$ cat config.mk
export PLATFORM = sky130hd
export DESIGN_NAME = register_file_flat
export DESIGN_NICKNAME = d
export VERILOG_FILES = /design/src/rtl/register_file_if.sv /design/src/rtl/register_file.sv /design/src/flat_wrapper.sv
export SDC_FILE = /design/constraint.sdc
export NUM_CORES = 2
export LEC_CHECK = 0
export CAP_MARGIN = 20
export CELL_PAD_IN_SITES_DETAIL_PLACEMENT = 1
export CELL_PAD_IN_SITES_GLOBAL_PLACEMENT = 1
export CORE_UTILIZATION = 53
export CTS_CLUSTER_SIZE = 10
export DETAILED_ROUTE_END_ITERATION = 10
export PLACE_DENSITY = 0.77
export SLEW_MARGIN = 25
export SYNTH_ARGS = -nofsm -noshare
export SYNTH_HDL_FRONTEND = slang
export SYNTH_SLANG_ARGS = --single-unit
export TNS_END_PERCENT = 50
$ cat constraint.sdc
create_clock -name clk -period 2.5 [get_ports clk]
set_input_delay 0.5 -clock clk [delete_from_list [all_inputs] [get_ports clk]]
set_output_delay 0.5 -clock clk [all_outputs]
set_load 0.05 [all_outputs]
$ cat src/rtl/register_file_if.sv
// Register file access bundle: one write port, two registered read ports.
// Master drives requests, slave returns read data and valid strobes.
interface register_file_if #(
  parameter int DATA_W = 32,
  parameter int ADDR_W = 5
);
  logic              we;
  logic [ADDR_W-1:0] waddr;
  logic [DATA_W-1:0] wdata;
  logic              re_a;
  logic [ADDR_W-1:0] raddr_a;
  logic [DATA_W-1:0] rdata_a;
  logic              rvalid_a;
  logic              re_b;
  logic [ADDR_W-1:0] raddr_b;
  logic [DATA_W-1:0] rdata_b;
  logic              rvalid_b;

  modport master (
    output we, waddr, wdata,
    output re_a, raddr_a, re_b, raddr_b,
    input  rdata_a, rvalid_a, rdata_b, rvalid_b
  );

  modport slave (
    input  we, waddr, wdata,
    input  re_a, raddr_a, re_b, raddr_b,
    output rdata_a, rvalid_a, rdata_b, rvalid_b
  );
endinterface

$ cat src/rtl/register_file.sv
// Flop-based architectural register file, 1W/2R, registered reads
// with write-first bypass and optional hardwired zero entry.
module register_file #(
  parameter int DATA_W   = 32,
  parameter int ADDR_W   = 5,
  parameter int ZERO_REG = 1
) (
  input logic            clk,
  input logic            rst_n,
  register_file_if.slave bus
);

  localparam int N = 2 ** ADDR_W;

  logic [DATA_W-1:0] mem [N];
  logic              wr_en;
  logic [DATA_W-1:0] nxt_a;
  logic [DATA_W-1:0] nxt_b;
  logic [DATA_W-1:0] rd_a;
  logic [DATA_W-1:0] rd_b;
  logic              rv_a;
  logic              rv_b;

  // Zero entry wins over the bypass, so a write to 0 never leaks out.
  function automatic logic [DATA_W-1:0] pick(
    input logic [ADDR_W-1:0] a,
    input logic              w,
    input logic [ADDR_W-1:0] wa,
    input logic [DATA_W-1:0] wd,
    input logic [DATA_W-1:0] st
  );
    if (ZERO_REG != 0 && a == '0)
      return '0;
    else if (w && wa == a)
      return wd;
    else
      return st;
  endfunction

  always_comb begin
    wr_en = bus.we && !(ZERO_REG != 0 && bus.waddr == '0);
    nxt_a = pick(bus.raddr_a, bus.we, bus.waddr,
                 bus.wdata, mem[bus.raddr_a]);
    nxt_b = pick(bus.raddr_b, bus.we, bus.waddr,
                 bus.wdata, mem[bus.raddr_b]);
  end

  always_ff @(posedge clk or negedge rst_n) begin
    if (!rst_n) begin
      for (int i = 0; i < N; i++)
        mem[i] <= '0;
    end else if (wr_en) begin
      mem[bus.waddr] <= bus.wdata;
    end
  end

  always_ff @(posedge clk or negedge rst_n) begin
    if (!rst_n) begin
      rd_a <= '0;
      rv_a <= 1'b0;
      rd_b <= '0;
      rv_b <= 1'b0;
    end else begin
      rv_a <= bus.re_a;
      rv_b <= bus.re_b;
      if (bus.re_a)
        rd_a <= nxt_a;
      if (bus.re_b)
        rd_b <= nxt_b;
    end
  end

  assign bus.rdata_a  = rd_a;
  assign bus.rvalid_a = rv_a;
  assign bus.rdata_b  = rd_b;
  assign bus.rvalid_b = rv_b;

endmodule

$ cat src/flat_wrapper.sv
// flat-port wrapper written by rule: the top's interface ports become plain ports
module register_file_flat 
#(
  parameter int DATA_W   = 32,
  parameter int ADDR_W   = 5,
  parameter int ZERO_REG = 1
)
  (clk, rst_n, bus_we, bus_waddr, bus_wdata, bus_re_a, bus_raddr_a, bus_re_b, bus_raddr_b, bus_rdata_a, bus_rvalid_a, bus_rdata_b, bus_rvalid_b);
  register_file_if #(.DATA_W(DATA_W), .ADDR_W(ADDR_W)) bus_i ();
  input logic clk;
  input logic rst_n;
  input wire logic [$bits(bus_i.we)-1:0] bus_we;
  input wire logic [$bits(bus_i.waddr)-1:0] bus_waddr;
  input wire logic [$bits(bus_i.wdata)-1:0] bus_wdata;
  input wire logic [$bits(bus_i.re_a)-1:0] bus_re_a;
  input wire logic [$bits(bus_i.raddr_a)-1:0] bus_raddr_a;
  input wire logic [$bits(bus_i.re_b)-1:0] bus_re_b;
  input wire logic [$bits(bus_i.raddr_b)-1:0] bus_raddr_b;
  output wire logic [$bits(bus_i.rdata_a)-1:0] bus_rdata_a;
  output wire logic [$bits(bus_i.rvalid_a)-1:0] bus_rvalid_a;
  output wire logic [$bits(bus_i.rdata_b)-1:0] bus_rdata_b;
  output wire logic [$bits(bus_i.rvalid_b)-1:0] bus_rvalid_b;
  assign bus_i.we = bus_we;
  assign bus_i.waddr = bus_waddr;
  assign bus_i.wdata = bus_wdata;
  assign bus_i.re_a = bus_re_a;
  assign bus_i.raddr_a = bus_raddr_a;
  assign bus_i.re_b = bus_re_b;
  assign bus_i.raddr_b = bus_raddr_b;
  assign bus_rdata_a = bus_i.rdata_a;
  assign bus_rvalid_a = bus_i.rvalid_a;
  assign bus_rdata_b = bus_i.rdata_b;
  assign bus_rvalid_b = bus_i.rvalid_b;
  register_file #(.DATA_W(DATA_W), .ADDR_W(ADDR_W), .ZERO_REG(ZERO_REG)) u_core (.clk(clk), .rst_n(rst_n), .bus(bus_i));
endmodule
==> reports/qor.yml <==
outcome: "completed"
grt_use_total_pct: 38.2
p_leak_nw: 29.1
whs_ns: 0.229
layout_commonest_cell: "dfrtp_1"
synth_cell_types: 52
hold_violations: 0
finalSetupViolCount: 0
area_growth_pct: 17.1
rsz0062_at_grt: "false"
drv_cap: 0
hold_class: "in -> async"
final_cell_mix: "dfrtp_1, mux2_2, mux4_2"
wirelength_um: 204000
fin_crit_sh_pct: 98.7
ff_latch_area_mm2: 0.0273
cp-start-kind: "input port"
antenna_found_initial: 4
place_congestion: 0.891
clockBufferDepth: 3
vdd_drop_max_v: 0.000650
synth_seq_cells: 1090
yosys_warnings: 0
worstPathRequired_ns: 3.13
synth_edf_count: 0
cp_max_fo: 7
grt.overflow.total: 0
synthArstFlopShare_pct: 100
port_buffers: 117
cts_inserted_buffers: 132
grt_max_degree: 110
vias: 40600
syn_inst: 3957
nets: 4209
tightest_slew_ns: 0.783
ys_seq_area_share_pct: 47.7
mappedNetlistNets: 4009
grt_pass1_vias: 43800
cp-end-kind: "flip-flop"
dr.pass1.iters: 8
crit_type: "in -> reg"
clk_latency_ns: 0.75
postRouteAntennaNets: 0
grt_pass1_wl_um: 304000
syn-cell-area_mm2: 0.0572
die_h_um: 331
drtIter0Drc: 4553
crit_arrival_ns: 3.10
root_buffer: "clkbuf_16"
core_area_mm2: 0.107
syn_area_per_cell_um2: 14.5
drive_above_1_share_pct: 48.2
nFillCells: 9585
start_util_pct: 53.4
die_area_mm2: 0.109
max_freq_mhz: 405
maxSlewHeadroom_pct: 47.6
clock_skew_ns: 0.0283
drc: 0
clkSinkCount: 1090
die_x_um: 331
finalWorstSetupSlack_ns: 0.0318
viasPerCell: 7.24
multi_input_area_mm2: 0.0282
rows: 120
cts_tree: "done"
place_hpwl_um: 133000
htreeDepth: 4
power_density_mw_per_mm2: 794
slew_viol_final: 0
period_minus_slack_ns: 2.47
path_clk_slew_ns: 0.06
wire_per_inst_um: 36.4
synth-main-ff-cell: "dfrtp_1"
num_io_pins: 118
pre_cts_ws_ns: -0.818
-- cells by family after synthesis --
logic type / share of synthesized area [%]
and+or+nand+nor: 1.68
buffers and inverters: 3.50
xor gates and xnor gates: 0.153
AOI/OAI and AO/OA: 7.26
muxes: 39.7
DFF: 47.7
-- critical path, stage by stage --
cell and delay (ns):
clkdlybuf4s50_1 0.62, xor2_1 0.24, nor4_1 0.55, buf_4 0.26, buf_4 0.14, a21o_1 0.18, buf_12 0.16, a41oi_1 0.07
a221o_1 0.35
-- state kept, by name, summed over array words and instances, names as in the netlist --
signal / flops
u_core.mem: 1024
u_core.bus.rdata_a: 32
u_core.bus.rdata_b: 32
u_core.bus.rvalid_a: 1
u_core.bus.rvalid_b: 1
-- final cells by class --
cell class | instances | area share [%]
multi-input combinational | 2414 | 42.1
antenna | 2 | 0.00747
timing repair buffer | 514 | 9.01
sequential | 1090 | 40.7
inverter | 5 | 0.0374
clock inverter | 7 | 0.134
clock buffer | 174 | 5.43
tap | 1403 | 2.62
-- path summary, 6_finish.rpt --
kind	slack [ns]	end	cells after the start	start
hold / removal	0.23	u_core.mem[410]	2	rst_n
setup reg to reg	0.30	u_core.bus.rdata_b[26]	5	u_core.mem[538]
hold reg to reg	0.39	u_core.mem[1022]	0	u_core.mem[1022]
min in group clk	0.39	u_core.mem[1022]	0	u_core.mem[1022]
setup / recovery	0.03	u_core.bus.rdata_b[6]	9	bus_waddr[0]
max in group asynchronous	1.24	u_core.mem[865]	4	rst_n
-- metrics by stage --
step	util, %	total power, mW	setup TNS, ns	area, um^2	cells
finish	62.6	53.2	0	67000	5609
floorplan	-	31.1	0	57200	3957
global route	62.6	54.9	0	67000	5608
detailed placement	59.1	35.6	-142.48	63300	5424
CTS	62.6	53.2	0	67000	5607
global placement	59.1	34.8	-128.68	63300	5424
-- routing by layer --
layer	global-route usage [%]	wire (um)	up-vias
met5	0	34	-
met4	19.4	11200	4
met3	7.32	17600	600
met2	58.9	95300	2315
met1	52.1	80000	22000
li1	-	-	15700
-- timing repair --
action,4_1_cts,5_1_grt
resized for setup,39,1
hold buffers,1,0
pin swaps,1,0
buffers inserted,1,0
setup endpoints to repair,49,1
hold endpoints to repair,161,0
-- where the power goes --
part | internal [mW] | switching [mW] | total (mW) | leakage, nW
combinational | 6.39 | 5.32 | 11.7 | 13.3
clock | 10.1 | 7.38 | 17.5 | 1.82
sequential | 21.0 | 2.97 | 24.0 | 14.0
total | 37.5 | 15.7 | 53.2 | 29.1
-- cells in the mapped netlist, types with 5 or more instances --
library cell	number	share of area (%)
nand2_1	134	0.88
a222oi_1	42	0.73
o41ai_1	8	0.12
dfrtp_1	1090	48
and2_1	6	0.066
nor2_1	20	0.13
a211oi_1	6	0.079
a31oi_1	7	0.077
a21oi_1	22	0.19
o21a_1	33	0.43
o221ai_1	9	0.14
o211ai_1	64	0.84
a41oi_1	6	0.092
a22o_1	25	0.38
a221oi_1	75	1.1
buf_6	9	0.18
mux2_2	1006	20
buf_4	22	0.29
nor2b_1	23	0.25
buf_2	108	0.94
a2111oi_2	5	0.13
xnor2_1	6	0.092
o21ai_0	84	0.73
a22oi_1	66	0.87
o22ai_1	24	0.26
a221o_1	14	0.24
buf_1	65	0.43
a21o_1	33	0.43
nand3_1	11	0.096
mux4_2	404	16
clkbuf_1	242	1.6
o22a_1	12	0.18
mux2i_1	230	4.0
o21ai_1	12	0.10
Note: power is estimated with default switching activity, not from simulation.
